===== src/rtl/multicycle_ctrl.sv =====
// -----------------------------------------------------------------------------
// multicycle_ctrl
// Moore control FSM for a MIPS-style multicycle datapath. It sequences
// fetch, decode, memory, execute, branch and jump steps, flags illegal opcodes,
// and counts retired instructions.
//
// Optional feature (compile-time macro MEM_WAIT_EN):
//   defined   - FETCH, MEMRD and MEMWR hold until mem_ready=1. IRWrite,
//               PCWrite (FETCH) and instr_done (MEMWR) assert only in the
//               mem_ready=1 cycle.
//   undefined - mem_ready is ignored. Each memory state lasts one cycle.
//
// Ports
//   clk, rst_n    clock (rising edge), asynchronous active-low reset
//   opcode[5:0]   IR[31:26], stable from DECODE until the instruction ends
//   zero          ALU zero flag, used in BRANCH
//   mem_ready     memory completion strobe (only used with MEM_WAIT_EN)
//   PCWrite, IorD, MemRead, MemWrite, IRWrite, RegDst, MemtoReg, RegWrite,
//   ALUSrcA, ALUSrcB[1:0], PCSource[1:0], AluOP[3:0]
//                 datapath controls
//   state[3:0]    current FSM state encoding
//   trap          illegal-opcode indication (held until reset)
//   instr_done    one-cycle pulse on the last cycle of each instruction
//   instr_count   retired-instruction count, wraps at 16 bits
// -----------------------------------------------------------------------------
module multicycle_ctrl (
   input  logic        clk,
   input  logic        rst_n,
   input  logic [5:0]  opcode,
   input  logic        zero,
   input  logic        mem_ready,
   output logic        PCWrite,
   output logic        IorD,
   output logic        MemRead,
   output logic        MemWrite,
   output logic        IRWrite,
   output logic        RegDst,
   output logic        MemtoReg,
   output logic        RegWrite,
   output logic        ALUSrcA,
   output logic [1:0]  ALUSrcB,
   output logic [1:0]  PCSource,
   output logic [3:0]  AluOP,
   output logic [3:0]  state,
   output logic        trap,
   output logic        instr_done,
   output logic [15:0] instr_count
);

   typedef enum logic [3:0] {
      IDLE   = 4'd0,
      FETCH  = 4'd1,
      DECODE = 4'd2,
      MEMADR = 4'd3,
      MEMRD  = 4'd4,
      MEMWB  = 4'd5,
      MEMWR  = 4'd6,
      EXEC   = 4'd7,
      ALUWB  = 4'd8,
      BRANCH = 4'd9,
      JUMP   = 4'd10,
      TRAP   = 4'd11
   } stateT;

   localparam logic [5:0] OP_RTYPE = 6'b000000;
   localparam logic [5:0] OP_J     = 6'b000010;
   localparam logic [5:0] OP_BEQ   = 6'b000100;
   localparam logic [5:0] OP_BNE   = 6'b000101;
   localparam logic [5:0] OP_ADDI  = 6'b001000;
   localparam logic [5:0] OP_SLTI  = 6'b001010;
   localparam logic [5:0] OP_ANDI  = 6'b001100;
   localparam logic [5:0] OP_ORI   = 6'b001101;
   localparam logic [5:0] OP_XORI  = 6'b001110;
   localparam logic [5:0] OP_LUI   = 6'b001111;
   localparam logic [5:0] OP_LW    = 6'b100011;
   localparam logic [5:0] OP_SW    = 6'b101011;

   stateT       curState;
   stateT       nextState;
   logic [5:0]  opReg;
   logic [15:0] instrCount;
   logic        memDone;

`ifdef MEM_WAIT_EN
   assign memDone = mem_ready;
`else
   // Memory always completes in one cycle; the strobe is intentionally unused.
   logic unusedMemReady;
   assign unusedMemReady = mem_ready;
   assign memDone        = 1'b1;
`endif

   assign state       = curState;
   assign instr_count = instrCount;

   // NOTE: sequential state uses non-blocking assignments so every register
   // samples pre-edge values regardless of statement order.
   always_ff @(posedge clk or negedge rst_n) begin
      if (!rst_n) begin
         curState   <= IDLE;
         opReg      <= '0;
         instrCount <= '0;
      end else begin
         curState <= nextState;
         if (curState == DECODE) opReg <= opcode;
         // Trapped instructions never pulse instr_done, so they are not counted.
         if (instr_done) instrCount <= instrCount + 16'd1;
      end
   end

   // NOTE: every output and nextState gets a default before the case, so no
   // path through this block can leave a signal unassigned and infer a latch.
   always_comb begin
      nextState  = curState;
      PCWrite    = 1'b0;
      IorD       = 1'b0;
      MemRead    = 1'b0;
      MemWrite   = 1'b0;
      IRWrite    = 1'b0;
      RegDst     = 1'b0;
      MemtoReg   = 1'b0;
      RegWrite   = 1'b0;
      ALUSrcA    = 1'b0;
      ALUSrcB    = 2'b00;
      PCSource   = 2'b00;
      AluOP      = 4'b0000;
      trap       = 1'b0;
      instr_done = 1'b0;

      case (curState)
         IDLE: nextState = FETCH;

         FETCH: begin
            MemRead = 1'b1;
            ALUSrcB = 2'b01;
            if (memDone) begin
               IRWrite   = 1'b1;
               PCWrite   = 1'b1;
               nextState = DECODE;
            end
         end

         DECODE: begin
            ALUSrcB = 2'b11;
            // opReg is loaded on this edge, so dispatch uses the live opcode.
            case (opcode)
               OP_LW, OP_SW:                  nextState = MEMADR;
               OP_RTYPE, OP_ANDI, OP_ORI, OP_XORI,
               OP_ADDI, OP_SLTI, OP_LUI:      nextState = EXEC;
               OP_BEQ, OP_BNE:                nextState = BRANCH;
               OP_J:                          nextState = JUMP;
               default:                       nextState = TRAP;
            endcase
         end

         MEMADR: begin
            ALUSrcA   = 1'b1;
            ALUSrcB   = 2'b10;
            nextState = (opReg == OP_SW) ? MEMWR : MEMRD;
         end

         MEMRD: begin
            MemRead = 1'b1;
            IorD    = 1'b1;
            if (memDone) nextState = MEMWB;
         end

         MEMWB: begin
            MemtoReg   = 1'b1;
            RegWrite   = 1'b1;
            instr_done = 1'b1;
            nextState  = FETCH;
         end

         MEMWR: begin
            MemWrite = 1'b1;
            IorD     = 1'b1;
            if (memDone) begin
               instr_done = 1'b1;
               nextState  = FETCH;
            end
         end

         EXEC: begin
            ALUSrcA   = 1'b1;
            nextState = ALUWB;
            if (opReg == OP_RTYPE) begin
               ALUSrcB = 2'b00;
               AluOP   = 4'b1000;
            end else begin
               ALUSrcB = 2'b10;
               case (opReg)
                  OP_ANDI: AluOP = 4'b0001;
                  OP_ORI:  AluOP = 4'b0010;
                  OP_XORI: AluOP = 4'b0011;
                  OP_ADDI: AluOP = 4'b0101;
                  OP_LUI:  AluOP = 4'b1010;
                  OP_SLTI: AluOP = 4'b1011;
                  default: AluOP = 4'b0000;
               endcase
            end
         end

         ALUWB: begin
            RegWrite   = 1'b1;
            RegDst     = (opReg == OP_RTYPE);
            instr_done = 1'b1;
            nextState  = FETCH;
         end

         BRANCH: begin
            ALUSrcA    = 1'b1;
            ALUSrcB    = 2'b00;
            AluOP      = 4'b0110;
            PCSource   = 2'b01;
            // Taken when zero for beq, when non-zero for bne.
            PCWrite    = zero ^ (opReg == OP_BNE);
            instr_done = 1'b1;
            nextState  = FETCH;
         end

         JUMP: begin
            PCSource   = 2'b10;
            PCWrite    = 1'b1;
            instr_done = 1'b1;
            nextState  = FETCH;
         end

         TRAP: trap = 1'b1;

         default: nextState = IDLE;
      endcase
   end

endmodule


===== config.mk =====
export PLATFORM = sky130hd
export DESIGN_NAME = multicycle_ctrl
export DESIGN_NICKNAME = d
export VERILOG_FILES = /design/src/rtl/multicycle_ctrl.sv
export SDC_FILE = /design/constraint.sdc
export NUM_CORES = 1
export LEC_CHECK = 0
export BUFFER_PORTS_ARGS = -buffer_cell sky130_fd_sc_hd__buf_2
export CORE_MARGIN = 4
export CORE_UTILIZATION = 54
export DETAILED_ROUTE_END_ITERATION = 8
export PLACE_DENSITY = 0.9
export SLEW_MARGIN = 0
export SYNTH_ARGS = -nofsm -noshare
export SYNTH_HDL_FRONTEND = slang
export SYNTH_SLANG_ARGS = --single-unit

===== constraint.sdc =====
create_clock -name clk -period 5.1 [get_ports clk]
set_clock_uncertainty 0.15 [all_clocks]
set_input_delay 0.51 -clock clk [delete_from_list [all_inputs] [get_ports clk]]
set_output_delay 0.51 -clock clk [all_outputs]
set_load 0.1 [all_outputs]

After elaboration in Yosys (flattened, before gate mapping)
Index checks and enable logic that the tools add are counted.

Register bits: 26. Bits in latches: 0. Memory bits (writable): 0. ROM bits: 0. Word-level logic and storage cells: 68. Memories kept: 0.

Add/subtract/negate cells: 1. Multipliers: 0. Div/mod/pow operators: 0. Order comparisons: 0. Equality and inequality tests: 30. Shift operators: 0. Multiplexer cells: 20. Bitwise logic cells: 1. Reduce and logical (&&, ||, !) cells: 13.

Operators by type and width (number): 6-bit by 4-bit == test with 1-bit output (second input constant) (12); 4-bit one-hot mux with 7 select lines (1); 4-bit one-hot mux with 6 select lines (1); 6-bit by 3-bit == test with 1-bit output (second input constant) (3); 6-bit == test (second input constant) (3); 16-bit by 1-bit adder with 16-bit output (second input constant) (1); 4-bit by 3-bit == test with 1-bit output (second input constant) (4); 4-bit == test (second input constant) (4); 4-bit one-hot mux with 4 select lines (1); 6-bit logical NOT (2); 2-bit OR reduction (6); 1-bit two-way mux (10); 4-bit by 2-bit == test with 1-bit output (second input constant) (2); 2-bit one-hot mux with 4 select lines (1); 4-bit one-hot mux with 2 select lines (1); 7-bit OR reduction (1); 6-bit by 2-bit == test with 1-bit output (second input constant) (1); 6-bit OR reduction (1); 5-bit OR reduction (1); 4-bit by 1-bit == test with 1-bit output (second input constant) (1); 4-bit logical NOT (1); 2-bit two-way mux (2); 4-bit two-way mux (1); 2-bit one-hot mux with 2 select lines (1); 3 further kinds (3).

Longest topological paths before layout
Word-level depth: 4. Mapped depth: 6. Mapped depth without buffers: 4.

Worst setup path after synthesis
OpenSTA, ideal clock, no wires.

Path kind: reg-to-output. From: reg curState[3], in the netlist state[3]. To: out RegDst. Data arrival time: 4.385 ns. Slack: 0.055 ns. Stages on the path, launching flop included: 5. Path buffers: 2. Cell sequence: dfrtp_1 -> buf_4 -> nand2b_1 -> buf_2 -> nor4_1.

Word-level cells in the longest chain between the ends: 2.

Ends and longest elaborated chain: from (decl) (line 78) `stateT curState;`; from (signal assigned) (line 104) `curState <= nextState;`; 4-bit == test (line 130) `case (curState)`; 1-bit two-way mux (line 130); to (decl) (line 37) `output logic RegDst,`.

No other way between the ends.

Final worst setup path
From: reg curState[0], in the netlist state[0]. To: out PCWrite.

Word-level cells in the longest chain between the ends: 3. Elaborated cells between the ends (all ways): 5. Those cells by class: eq/ne (3); mux (1); reduce/logical (1).

Ends and longest elaborated chain: 4-bit by 1-bit == test with 1-bit output or 4-bit == test (tied branches) (line 130); 2-bit OR reduction (no line); 1-bit one-hot mux with 2 select lines (*) (line 130); to (decl) (line 32) `output logic PCWrite,`.

Every way passes the cells marked *; elsewhere a longest branch is shown, timed or not.

==> run metrics <==
RSZ-0062 raised after global routing=false; largest net degree at the start of global routing=27; CTS H-Tree Depth=1; first-pass GRT wire length=5.41 mm; postcts setup bufs=0; IO Count=49; Die Area=3710 µm²; total negative slack=0 ns; Routed WL=3.27 mm; critical path type=flip-flop to primary output; layout cells sized above 1=31.2%; Max Cap Viol=0; Seq/Total Area, Yosys=43.1%; #FFs+latches synth=26; leading register cell type out of synthesis=dfrtp_1; Antenna Cells=0; most frequent cell after synthesis=dfrtp_1; share of the synthesized area in the top cell type=43.1%; drt wl/cell=14.1 µm; vias in the first global route=1,208; Cells after Synth=158; Setup crit end kind=primary output; dpl cell area=1750 µm²; RR Startpoint=state[0]; GPL Wtd Cong=0.825; Detailed Route Iter0 Violations=83; cts bufs inserted=3; Post-Syn Nets=169; die width=60.9 µm; hold-fix buffers at CTS=0; hpwl dp=2.54 mm; minimum clock period=3.01 ns; CP arrival=2.35 ns; final global-route overflow total=0; crit path capture=PCWrite; post-route cell area=1780 µm²; ANT nets after route=0; Worst-Skew Late Latency=0.32 ns; clock tree buffer depth=2; Max Clk Rate=332 MHz; CP required=4.44 ns; yosys warns=0; Slew HR=61.4%; Syn Area/Cell=9.56 µm²; via-per-instance ratio=5.72; via count=1,326; CP Launch Point=state[0]; filler cell count=209; Clock transition at path regs=0.13 ns; Setup violations, final=0; run status=complete, no violations; drc violations=0; min-delay worst type=input pin to async pin; Final Hold Fails=0; Die Ht=60.9 µm; R2R cell count=4; Layout Cells excl Fill=232; P&R area growth vs syn=17.6%; CORE AREA=2570 µm²; Netlist cell types=41; post-synthesis cell area=1510 µm²; CTS tree=done; worst-path maximum fanout=16; Slew Limit Fails=0; Register-to-Register Setup Slack=3.08 ns; Synth area leaders=dfrtp_1 43%, mux2_2 6.0%, nor2_1 5.5%; post_cts resized=0; Placed Instances=229; nets=215; Final period util=59.1%; total track usage=19.2%; Initial Util=58.8%; First-pass DRT Iterations=4; Slew @ Worst Pin=0.576 ns; row cnt=18; Yosys top cell by area=dfrtp_1; Final Util=69.2%; Reg-to-Reg End=instr_count[12]; commonest cells in the netlist=26 x dfrtp_1, 22 x nor2_1, 11 x nand2_1, 9 x nand2b_1, 9 x xor2_1; clk sink count=26; ys async rst share=100%; initial antenna violation count=0; PortBufs=47; crit start category=flip-flop; EDFF count, synth=0; Root Driver=clkbuf_4
-- final cells by class --
cell class              instances  area [µm²]  share of cell area (%)
multi-input cells             121         811                    45.7
flip-flops and latches         26         651                    36.6
repair buffers                 47         235                    13.2
well taps                      30        37.5                    2.11
clock buffers                   3        22.5                    1.27
inverters                       5        18.8                    1.06
-- registers in the layout, indices dropped and copies added, names as in the netlist --
register and count:
state 4, instr_count 16, opReg 6
-- how the worst min path moves through the flow --
stage,from,to,cells past startpoint
floorplan,rst_n,instr_count[0],0
detailed placement,instr_count[9],instr_count[9],1
global placement,instr_count[9],instr_count[9],1
CTS,rst_n,instr_count[3],1
global route,rst_n,instr_count[3],1
finish,rst_n,instr_count[3],1
-- worst max-delay path, cell delays in order (launching register included) --
cell      delay [ns]
dfrtp_1         0.69
nand2b_1        0.31
or4_1           0.53
nand3_1         0.09
buf_2           0.42
-- placed cells by master (no fill, tap or decap), drive strengths merged, types with 2 or more instances in the layout --
master and instances:
buf 47, dfrtp 26, nor2 23, nand2 11
nand2b 9, xor2 9, xnor2 8, mux2 8
nand3 7, nor3 7, inv 5, nor4 4
a21oi 3, clkbuf 3, o21a 3, o22ai 2
or3 2, and3 2, a21boi 2, o21ai 2
a31oi 2, nor3b 2, o2111ai 2
-- cell families (layout without fill, tap and decap cells) --
family | after synthesis | count (layout) | synth area share, %
AND/OR/NAND/NOR | 72 | 72 | 24.0
AO/OA/AOI/OAI | 22 | 22 | 12.3
buffers and inverters | 11 | 55 | 3.23
adder cells (fa/ha/maj) | 1 | 1 | 0.828
flip-flops | 26 | 26 | 43.1
XOR/XNOR | 17 | 17 | 9.86
multiplexers | 9 | 9 | 6.63
-- per-layer routing --
metal / up-vias / GRT usage, % / wire length (µm)
met3: 4 / 2.98 / 246
met1: 630 / 25.0 / 1380
met2: 53 / 32.4 / 1610
li1: 639 / - / -
met4: 0 / 7.12 / 31
met5: - / 0 / 0
-- metrics by stage --
step,hold WS (ns),worst slack [ns]
3_3_place_gp,0.318,2.49
2_1_floorplan,0.0644,0.0549
4_1_cts,0.0300,2.09
6_report,0.0120,2.09
3_5_place_dp,0.334,2.46
5_1_grt,0.0441,1.93
Power is not shown: default switching activity piles up to over one toggle a cycle in this logic, so the estimate is an artifact.
